[config.mk]
export PLATFORM = sky130hd
export DESIGN_NAME = mem_arbiter
export DESIGN_NICKNAME = d
export VERILOG_FILES = /design/src/rtl/mem_arbiter.sv
export SDC_FILE = /design/constraint.sdc
export NUM_CORES = 1
export LEC_CHECK = 0
export ABC_AREA = 0
export CORE_ASPECT_RATIO = 0.6
export CORE_MARGIN = 2
export CORE_UTILIZATION = 44
export CTS_CLUSTER_SIZE = 20
export DETAILED_ROUTE_END_ITERATION = 10
export GPL_ROUTABILITY_DRIVEN = 0
export PLACE_DENSITY = 0.76
export RECOVER_POWER = 50
export SLEW_MARGIN = 20
export SYNTH_ARGS = -nofsm -noshare
export SYNTH_HDL_FRONTEND = slang
export SYNTH_SLANG_ARGS = --single-unit
export TNS_END_PERCENT = 100
[constraint.sdc]
create_clock -name clk_in -period 2.2 [get_ports clk_in]
set_clock_uncertainty 0.1 [all_clocks]
set_input_delay 0.55 -clock clk_in [delete_from_list [all_inputs] [get_ports clk_in]]
set_output_delay 0.55 -clock clk_in [all_outputs]
set_load 0.1 [all_outputs]
[src/rtl/mem_arbiter.sv]
// mem_arbiter: byte-wide RAM controller shared by instruction fetch (IF) and
// load/store (LS). Each granted request becomes a run of per-byte RAM accesses.
// Read bytes are assembled into a little-endian word. Write words are split
// into bytes, starting with the lowest byte.
//
// Ports
//   clk_in, rst_n_in     clock (rising edge) and asynchronous active-low reset
//   rdy_in               allows a new grant; only looked at in IDLE
//   if_req/if_addr       IF 4-byte read request
//   if_ack/if_data       IF completion pulse and registered fetched word
//   ls_req/ls_wr/ls_addr/ls_len/ls_wdata
//                        LS request: ls_len is the byte count minus one
//   ls_ack/ls_rdata      LS completion pulse and registered, zero-extended read data
//   mem_din              RAM read byte, valid the cycle after its address was sampled
//   mem_dout/mem_a/mem_wr registered RAM write byte, byte address and write enable
//   fsm_state            current controller state (IDLE=0, READ=1, WRITE=2, DONE=3)
//
// Handshake: a requester raises req with its fields stable and holds them until
// its ack. The ack is a one-cycle pulse in DONE. Fields are sampled only at the
// grant edge. At the edge that ends the ack cycle, the requester either drops
// req or presents its next request. A grant is never preempted.
module mem_arbiter (
  input  logic        clk_in,
  input  logic        rst_n_in,
  input  logic        rdy_in,
  input  logic        if_req,
  input  logic [31:0] if_addr,
  output logic        if_ack,
  output logic [31:0] if_data,
  input  logic        ls_req,
  input  logic        ls_wr,
  input  logic [31:0] ls_addr,
  input  logic [1:0]  ls_len,
  input  logic [31:0] ls_wdata,
  output logic        ls_ack,
  output logic [31:0] ls_rdata,
  input  logic [7:0]  mem_din,
  output logic [7:0]  mem_dout,
  output logic [31:0] mem_a,
  output logic        mem_wr,
  output logic [1:0]  fsm_state
);

  typedef enum logic [1:0] {
    S_IDLE  = 2'd0,
    S_READ  = 2'd1,
    S_WRITE = 2'd2,
    S_DONE  = 2'd3
  } state_t;

  state_t      state, state_nxt;

  logic        last_ls;   // 1 when LS received the most recent grant
  logic        owner_ls;  // owner of the transaction in flight
  logic [1:0]  len;       // latched byte count minus one
  logic [2:0]  cyc;       // cycle number after the grant edge (1 = first byte cycle)
  logic [23:0] wbuf;      // write bytes not yet driven on mem_dout
  logic [31:0] result;    // read bytes assembled so far

  logic        grant;
  logic        pick_ls;
  logic        g_wr;
  logic [31:0] g_addr;
  logic [1:0]  g_len;
  logic [2:0]  n_bytes;
  logic [2:0]  byte_idx;
  logic        rd_last;
  logic        wr_last;
  logic [31:0] res_nxt;

  assign fsm_state = state;

  // Grant and arbitration. On a tie, the requester that was not served last
  // wins. After reset last_ls is 0, so LS wins the first tie.
  always_comb begin
    grant   = (state == S_IDLE) && rdy_in && (if_req || ls_req);
    pick_ls = ls_req && (!if_req || !last_ls);
    g_wr    = pick_ls && ls_wr;
    g_addr  = pick_ls ? ls_addr : if_addr;
    g_len   = pick_ls ? ls_len : 2'd3;
  end

  // Read byte k arrives on mem_din in cycle k+2. The last byte is captured at
  // the edge that ends cycle N+1, and DONE follows.
  always_comb begin
    n_bytes  = {1'b0, len} + 3'd1;
    byte_idx = cyc - 3'd2;
    rd_last  = (cyc == n_bytes + 3'd1);
    wr_last  = (cyc == n_bytes);
    res_nxt  = result;
    if (cyc >= 3'd2) begin
      res_nxt[{byte_idx[1:0], 3'b000} +: 8] = mem_din;
    end
  end

  always_comb begin
    state_nxt = state;
    case (state)
      S_IDLE:  if (grant) state_nxt = g_wr ? S_WRITE : S_READ;
      S_READ:  if (rd_last) state_nxt = S_DONE;
      S_WRITE: if (wr_last) state_nxt = S_DONE;
      S_DONE:  state_nxt = S_IDLE;
      default: state_nxt = S_IDLE;
    endcase
  end

  always_ff @(posedge clk_in or negedge rst_n_in) begin
    if (!rst_n_in) state <= S_IDLE;
    else           state <= state_nxt;
  end

  always_ff @(posedge clk_in or negedge rst_n_in) begin
    if (!rst_n_in) begin
      last_ls  <= 1'b0;
      owner_ls <= 1'b0;
      len      <= 2'd0;
      cyc      <= 3'd0;
      wbuf     <= 24'd0;
      result   <= 32'd0;
      if_ack   <= 1'b0;
      if_data  <= 32'd0;
      ls_ack   <= 1'b0;
      ls_rdata <= 32'd0;
      mem_dout <= 8'd0;
      mem_a    <= 32'd0;
      mem_wr   <= 1'b0;
    end else begin
      case (state)
        S_IDLE: begin
          if (grant) begin
            last_ls  <= pick_ls;
            owner_ls <= pick_ls;
            len      <= g_len;
            cyc      <= 3'd1;
            result   <= 32'd0;
            mem_a    <= g_addr;
            mem_wr   <= g_wr;
            if (g_wr) begin
              mem_dout <= ls_wdata[7:0];
              wbuf     <= ls_wdata[31:8];
            end
          end
        end
        S_READ: begin
          result <= res_nxt;
          cyc    <= cyc + 3'd1;
          if (cyc < n_bytes) mem_a <= mem_a + 32'd1;
          if (rd_last) begin
            if (owner_ls) begin
              ls_rdata <= res_nxt;
              ls_ack   <= 1'b1;
            end else begin
              if_data <= res_nxt;
              if_ack  <= 1'b1;
            end
          end
        end
        S_WRITE: begin
          cyc <= cyc + 3'd1;
          if (wr_last) begin
            mem_wr <= 1'b0;
            if (owner_ls) ls_ack <= 1'b1;
            else          if_ack <= 1'b1;
          end else begin
            mem_a    <= mem_a + 32'd1;
            mem_dout <= wbuf[7:0];
            wbuf     <= {8'd0, wbuf[23:8]};
          end
        end
        S_DONE: begin
          if_ack <= 1'b0;
          ls_ack <= 1'b0;
        end
        default: begin
          if_ack <= 1'b0;
          ls_ack <= 1'b0;
        end
      endcase
    end
  end

endmodule
======== Yosys cells after proc, flatten, opt, wreduce, memory -nomap -nowiden ========
Index checks and enable logic that the tools add are counted.
storage, ports and cells
  memories kept ........................... 0
  ROM bits ................................ 0
  latch bits .............................. 0
  memory bits (writable) .................. 0
  bits of input ports ..................... 112
  output and inout port bits .............. 109
  word-level logic and storage cells ...... 96
  flip-flop bits (word level) ............. 171
cells by class
  multipliers ............................. 0
  shift operators ......................... 2
  add/subtract/negate cells ............... 6
  div/mod/pow operators ................... 0
  reduce and logical (&&, ||, !) cells .... 25
  bitwise logic cells ..................... 1
  mux-type cells .......................... 36
  order comparisons ....................... 2
  equality and inequality tests ........... 11
operators by type and width
  cell                                                  count
  two-way mux 32 bit                                    6
  case mux 32 bit (3 select lines)                      1
  two-way mux 24 bit                                    3
  case mux 32 bit (2 select lines)                      1
  case mux 24 bit (2 select lines)                      1
  adder 32 x 1 -> 32 bit, second input constant         1
  bitwise mux 32 bit                                    1
  variable shift 8 x 7 -> 32 bit, first input constant  1
  variable part select 8 x 7 -> 32 bit                  1
  two-way mux 8 bit                                     3
  case mux 8 bit (2 select lines)                       1
  AND reduction 3 bit                                   5
  inequality test 2 bit, second input constant          6
  two-way mux 2 bit                                     5
  two-way mux 1 bit                                     8
  case mux 2 bit (4 select lines)                       1
  AND reduction 4 bit                                   2
  negator 5 -> 7 bit                                    1
  adder 3 x 1 -> 3 bit, second input constant           2
  equality test 3 bit                                   2
  case mux 1 bit (3 select lines)                       2
  case mux 3 bit (2 select lines)                       1
  AND reduction 2 bit                                   3
  nonzero test 2 bit                                    3
  15 further kinds                                      22

======== Longest topological paths before layout ========
Gate-level depths: netlist of run 1.
  depth after elaboration ................. 7
  mapped depth ............................ 10

======== Least setup slack after synthesis of run 1 ========
OpenSTA, ideal clock, no wires.
  kind .................................... reg-to-reg
  from .................................... register state[0] (netlist: fsm_state[0])
  to ...................................... register mem_a[31]
  path slack .............................. -0.675 ns
  required time ........................... 2.027 ns
  library setup time ...................... 0.073 ns
  period minus slack after synthesis ...... 2.875 ns
  cell stages (with the launch flop) ...... 9
  arrival time ............................ 2.702 ns
  cell sequence ........................... dfrtp_1 > inv_1 > ha_1 > buf_2 > inv_1 > o21ai_0 > a221o_1 > or4_1 > nand4_1
between the ends
  word-level cells in the longest chain between the ends .. 5
  elaborated cells between the ends (all ways) .. 11
  classes of those cells .................. eq/ne: 5; mux: 1; reduce/logical: 5
RTL lines
  what                                    line     text
  start: declaration                      51       state_t state, state_nxt;
  start signal: assignment                109      else state <= state_nxt;
  zero test 2 bit                         76, 128
  logical AND 1 bit (2 in a row)          76       grant = (state == S_IDLE) && rdy_in && (if_req || ls_req);
  inequality test 2 bit (no source line)  -
  AND reduction 4 bit (no source line)    -
  end signal: assignment                  136      mem_a <= g_addr;
  end signal: assignment                  147      if (cyc < n_bytes) mem_a <= mem_a + 32'd1;
  end signal: assignment                  165      mem_a <= mem_a + 32'd1;
  end: declaration                        39       output logic [31:0] mem_a,
Several ways; a longest one is shown, not always the timed one.
A chain may end at the register's enable or synchronous reset.

======== Worst setup path in the final report of run 1 ========
  from .................................... register len[1]
  to ...................................... register ls_rdata[28]
between the ends
  word-level cells in the longest chain between the ends .. 4
RTL lines
  what                                  line  text
  start: declaration                    55    logic [1:0] len;
  start signal: assignment              133   len <= g_len;
  adder 2 x 1 -> 3 bit                  86    n_bytes = {1'b0, len} + 3'd1;
  adder 3 x 1 -> 3 bit                  88    rd_last = (cyc == n_bytes + 3'd1);
  equality test 3 bit                   88
  AND reduction 3 bit (no source line)  -
  end signal: assignment                150   ls_rdata <= res_nxt;
  end: declaration                      36    output logic [31:0] ls_rdata,
No other way between the ends.

==> results of run 1 <==
[sequential cells by signal, summed over array words and instances (netlist names), 2 cells and up]
register / cells
ls_rdata: 32
result: 32
if_data: 32
wbuf: 24
mem_a: 32
cyc: 3
fsm_state: 2
len: 2
mem_dout: 8
[worst min-delay path by stage]
stage,from,slack [ps],cells after the start,to
3_5_place_dp,rst_n_in,370,1,mem_a[13]$_DFFE_PN0P_
2_1_floorplan,rst_n_in,150,0,cyc[0]$_DFFE_PN0P_
6_report,mem_dout[6]$_DFFE_PN0P_,380,2,mem_dout[6]$_DFFE_PN0P_
4_1_cts,mem_dout[6]$_DFFE_PN0P_,390,2,mem_dout[6]$_DFFE_PN0P_
3_3_place_gp,mem_dout[6]$_DFFE_PN0P_,360,2,mem_dout[6]$_DFFE_PN0P_
5_1_grt,result[3]$_DFFE_PN0P_,400,1,result[3]$_DFFE_PN0P_
[routing by layer]
metal	global-route usage	vias to the layer above	wire length [um]	share of wire
met2	0.369	370	12300	0.42
met5	0	-	0	0
met4	0.0575	0	455	0.016
li1	-	3665	-	-
met1	0.409	4019	13500	0.47
met3	0.0838	48	2860	0.098
[repair_timing]
item                       CTS  global route
setup endpoints to repair   92           164
setup buffers               11             6
hold buffers                 1             0
pin swaps                    7            15
gates cloned                 6            10
resized for setup           69           208
hold endpoints to repair    30             0
[area by class of cell]
cell class | count | area share
clock buffer | 17 | 0.0313
clock inverter | 15 | 0.0113
inverter | 15 | 0.00432
multi-input combinational | 588 | 0.352
sequential | 171 | 0.318
tap | 246 | 0.0226
timing repair buffer | 338 | 0.261
[cells by family (layout without fill, tap and decap cells)]
logic type,count (synthesis),in the layout,synth area share
compound gates,297,297,0.223
xor+xnor,2,2,0.00538
fa+ha+maj,16,16,0.0239
buf+inv,76,385,0.0381
flops,171,171,0.511
mux,56,56,0.0696
simple gates,217,217,0.129
[through the flow]
| step | hold slack [ps] | utilization |
|---|---|---|
| 2_1_floorplan | 154 | - |
| 6_report | 379 | 0.722 |
| 3_3_place_gp | 363 | 0.616 |
| 5_1_grt | 400 | 0.722 |
| 4_1_cts | 387 | 0.676 |
| 3_5_place_dp | 372 | 0.616 |
[synth_stat cells, types with 9 or more instances]
cell type  instances  area share
nor2b_1           11      0.0082
a22o_1            45       0.047
a21oi_1          124       0.074
a22oi_1           16       0.014
dfrtp_1          171        0.51
o21ai_0           49       0.029
a2bb2oi_1          9      0.0094
mux2i_1           38       0.045
ha_1              16       0.024
o22ai_1           16       0.012
mux2_2            18       0.024
buf_1             13      0.0058
inv_1             14      0.0063
nand3_1           20       0.012
and3_1            15       0.011
clkbuf_1          25       0.011
nor2_1            74       0.033
nand2_1           58       0.026
buf_2             21       0.013
[worst reg2reg max path, cell delays in order (launching register included)]
cell and delay (ps):
dfrtp_1 410, buf_6 130, ha_4 220, xnor3_1 360, nand3b_1 100, buf_6 150
nor3_4 230, buf_6 190, buf_6 170, nor2_1 60, a21oi_1 170
[cells in the final DEF (no fill, tap or decap), types with 13 or more instances in the layout]
cell             instances
a21oi_1                 42
a21oi_2                 75
a22o_1                  45
a22oi_1                 15
and3_1                  13
buf_12                  37
buf_4                  156
buf_6                   16
clkbuf_16               25
clkdlybuf4s50_1        110
dfrtp_1                142
dfrtp_2                 24
mux2_2                  17
mux2i_1                 38
nand2_1                 54
nand3_1                 17
nor2_1                  17
nor2_2                  17
nor2_4                  40
o21ai_0                 29
o21ai_1                 17
o22ai_1                 16
==> run metrics, run 1 <==
R2R Setup Slk -170 ps; Post-Layout Cell Count 1390; post-DR vias/cell 5.83; Wirelength per Cell 20.9 um; fill count 1321; Synth Register Bits 171; Post-DP Area roughly 12000 um^2; first-pass GRT wire length 42200 um; Pre-Repair DR Iteration Count 5; die width about 180 um; top_reg_cell synth dfrtp_1; total number of vias around 8100; max-capacitance violation count 0; total CTS buffers 17; Crit Path Max Fanout 6; clock slew at reported path FFs 80 ps; Post-synth EDFFs 0; # diodes 0; R2R cell count 10; WS Path Type flip-flop to flip-flop; P&R area growth vs syn 62.4%; crit share post-route 1.08; # rows 39; most used cell along the critical path buf_6; CORE AREA 18800 um^2; Setup crit end kind flip-flop; final number of max-transition violations 0; fin area 13600 um^2; Post-DRT Antenna Nets 0; Mapped Cells around 840; Max Root-Sink Buffers 2; max incr delay on CP 410 ps; Multi-input gate area about 4800 um^2; clock sinks around 170; Die Y 111 um; Slowest-stage cell, CP dfrtp_1; initial core utilization 0.445; die area approximately 20000 um^2; Reg-to-Reg Start len[1]$_DFFE_PN0P_; Crit path depth 10; status complete, but fails checks; crit path capture ls_rdata[28]$_DFFE_PN0P_; share of layout cells above drive strength 1 0.445; WP buf/inv 4; syn avg cell area around 10 um^2; post-detail-place hpwl about 18000 um; layout net count 1259; Final setup viols 105; setup TNS -7110 ps; relative slew slack 0.353; Placed Instances 1328; initial antenna violation count 0; Place WS -390 ps; Crit path max-delay family buffers and inverters; syn nets slightly below 1000; 1st-iter DRT viols 790; number of distinct library cells after synthesis 59; Critical Path RT 2440 ps; Setup crit start len[1]$_DFFE_PN0P_; Sequential Area 4330 um^2; Clock Latency Late Sink roughly 440 ps; CP cell instances buf_6, ha_4, xnor3_1, nand3b_1, buf_6, nor3_4, buf_6, buf_6, nor2_1, a21oi_1; Residual DRC 0; Port Buffers 220; vias in the first global route 7616; clk root buf clkbuf_16; Synth Cell Area 8380 um^2; Worst Max-Slew Pin Slew roughly 970 ps; routed wire length 29100 um; num ports 221; nature of the critical path startpoint flip-flop; sequential-to-total area share from yosys stat 0.511; CTS tree yes; GR Overflow Total 0; Peak Freq 0.421 GHz; YS warnings 0; H-tree levels 4; Hold Crit Class flip-flop to flip-flop; largest net degree at the start of global routing 62; GRT Total Usage 0.267; Synth async-reset ratio 1.00; worst setup margin -174 ps; Critical Path AT 2620 ps; Final Hold Fails 0; R2R Path End ls_rdata[28]$_DFFE_PN0P_; RSZ-0062 raised after global routing yes; crit path time final 2370 ps; failing checks setup timing
Power of run 1 is not shown: default switching activity piles up to over one toggle a cycle in this logic, so the estimate is an artifact.
==> run 2: changes to the inputs <==
--- a/config.mk
+++ b/config.mk
@@ -6,6 +6,7 @@
 export NUM_CORES = 1
 export LEC_CHECK = 0
 export ABC_AREA = 0
+export CAP_MARGIN = 40
 export CORE_ASPECT_RATIO = 0.6
 export CORE_MARGIN = 2
 export CORE_UTILIZATION = 44
==> results of run 2 <==
No change in the layout: final DEF, timing and power equal those of run 1.
Power of run 2 is left out for the same reason.
==> run 3: changes to the inputs <==
--- a/config.mk
+++ b/config.mk
@@ -8,13 +8,13 @@
 export ABC_AREA = 0
 export CAP_MARGIN = 40
 export CORE_ASPECT_RATIO = 0.6
-export CORE_MARGIN = 2
 export CORE_UTILIZATION = 44
 export CTS_CLUSTER_SIZE = 20
 export DETAILED_ROUTE_END_ITERATION = 10
 export GPL_ROUTABILITY_DRIVEN = 0
 export PLACE_DENSITY = 0.76
 export RECOVER_POWER = 50
+export SKIP_LAST_GASP = 1
 export SLEW_MARGIN = 20
 export SYNTH_ARGS = -nofsm -noshare
 export SYNTH_HDL_FRONTEND = slang
==> run 3 against run 2 <==
  * Core utilization is 0.49 points higher
  * Non-clock buffer count is 3 lower
  * First-iteration DRC count is 9.7% higher
  * Worst hold slack better by 1.1 ps
  * Setup slack better by 80 ps
  * Maximum frequency is 3.5% higher
  * Die area is 2.9% lower
  * Cell count is 0.58% lower
  * The run still ends with setup timing left
  * Global-route usage is 1.8 points higher
  * Register-to-register slack better by 80 ps
  * Flip-flop and latch count stayed put
  * Routed wire length is 2.7% higher
  * Highest routed layer is now met5
==> run metrics, run 3 (same netlist as run 1, synthesis figures left out) <==
status complete, but fails checks; failing checks setup timing; max-capacitance violation count 0; Critical Path RT 2410 ps; Critical Path AT 2510 ps; crit share post-route 1.04; num ports 221; Die Y 109 um; Worst Max-Slew Pin Slew between 1000 and 1500 ps; Crit Path Max Fanout 28; relative slew slack 0.261; R2R Setup Slk -90 ps; final number of max-transition violations 0; Residual DRC 0; nature of the critical path startpoint flip-flop; setup TNS -3160 ps; P&R area growth vs syn 59.3%; WS Path Type flip-flop to flip-flop; Setup crit end kind flip-flop; CORE AREA 18400 um^2; Reg-to-Reg Start len[1]$_DFFE_PN0P_; routed wire length 29900 um; R2R Path End wbuf[21]$_DFFE_PN0P_; initial antenna violation count 2; Placed Instances 1314; # rows 38; clock slew at reported path FFs ~70 ps; largest net degree at the start of global routing 70; Final Hold Fails 0; Post-DRT Antenna Nets 0; crit path time final between 2000 and 2500 ps; Final setup viols 85; most frequent cells in the layout buf_4, dfrtp_1, clkdlybuf4s50_1, a21oi_2, a21oi_1; GR Overflow Total 0; H-tree levels 4; hold depth 2; first-pass GRT wire length 42900 um; Pre-Repair DR Iteration Count 5; Clock Latency Late Sink 430 ps; 1st-iter DRT viols ~870; total CTS buffers 17; total number of vias just over 8000; Max Root-Sink Buffers 2; RSZ-0062 raised after global routing yes; die width 180 um; Peak Freq 0.436 GHz; Post-Layout Cell Count 1382; die area slightly below 20000 um^2; clock sinks 171; Wirelength per Cell 21.6 um; layout net count 1256; vias in the first global route approximately 7700; clk root buf clkbuf_16; Port Buffers 220; initial core utilization 0.456; post-DR vias/cell 5.96; share of layout cells above drive strength 1 0.410; start point of the worst min-delay path mem_dout[1]$_DFFE_PN0P_; post-detail-place hpwl 18400 um; commonest non-fill, non-tap cell in the layout buf_4; worst setup margin -94.1 ps; Endpoint, Worst Hold mem_dout[1]$_DFFE_PN0P_; Hold Crit Class flip-flop to flip-flop; GRT Total Usage 0.286; R2R cell count 8; CTS tree yes
## run 3: cell count changes in the layout (fill, tap and decap cells not counted), moves of 4 or more
cell,previous run,this run
o21ai_0,29,35
nor2_2,17,35
a21oi_4,9,1
a21oi_2,75,65
a2bb2oi_2,9,3
o21ai_1,17,11
a2bb2oi_1,0,6
buf_16,2,6
nor2_4,40,12
buf_6,16,11
nor2_1,17,27
buf_4,156,151
a21oi_1,42,60
## run 3: final cells by class
cell class	instances	area [um^2]
Fill cell	1307	5010
Inverter	15	58.8
Antenna cell	1	2.50
Sequential cell	171	4330
Clock inverter	13	175
Tap cell	240	300
Clock buffer	19	453
Multi-Input combinational cell	588	4420
Timing Repair Buffer	335	3610
## run 3: worst max path at each step
stage                              from                       end  slack, ps  cells after the start
6_report             len[1]$_DFFE_PN0P_      wbuf[21]$_DFFE_PN0P_        -90                      8
4_1_cts              len[1]$_DFFE_PN0P_  ls_rdata[22]$_DFFE_PN0P_       -100                     10
3_3_place_gp                     ls_req     mem_a[14]$_DFFE_PN0P_       -340                      7
5_1_grt              len[1]$_DFFE_PN0P_   if_data[17]$_DFFE_PN0P_       -180                     11
3_5_place_dp                     ls_req     mem_a[14]$_DFFE_PN0P_       -390                      7
2_1_floorplan  fsm_state[1]$_DFFE_PN0P_     mem_a[14]$_DFFE_PN0P_        -50                      9
## run 3: critical path: stages (launching register included)
cell and delay [ps]:
dfrtp_1 400, buf_6 130, ha_4 280, ha_4 200, nand3_2 110, nor2_4 60, a221o_2 420, clkbuf_16 230
a22o_1 240
## run 3: metrics by stage
step                worst slack [ps]  hold slack [ps]   util  area [um^2]
floorplan                      -46.9              154      -         8530
global placement                -339              362  0.629        11500
detailed placement              -393              372  0.629        11500
CTS                            -97.0              388  0.686        12600
global route                    -178              419  0.727        13300
finish                         -94.1              381  0.727        13300
## run 3: per-layer routing
metal	global-route usage	vias to the layer above	wire [um]
met5	0	-	18
met4	0.0745	2	443
met3	0.0995	48	3200
met2	0.396	432	12500
met1	0.421	4095	13700
li1	-	3664	-
## run 3: timing repair
item / in CTS / in global routing
resized for setup: 40 / 144
endpoints found under the hold margin: 35 / 0
setup buffers: 12 / 3
pin swaps: 9 / 17
setup endpoints to repair: 127 / 130
cloned: 7 / 13
hold buffers: 1 / 0
Power of run 3 is left out for the same reason.
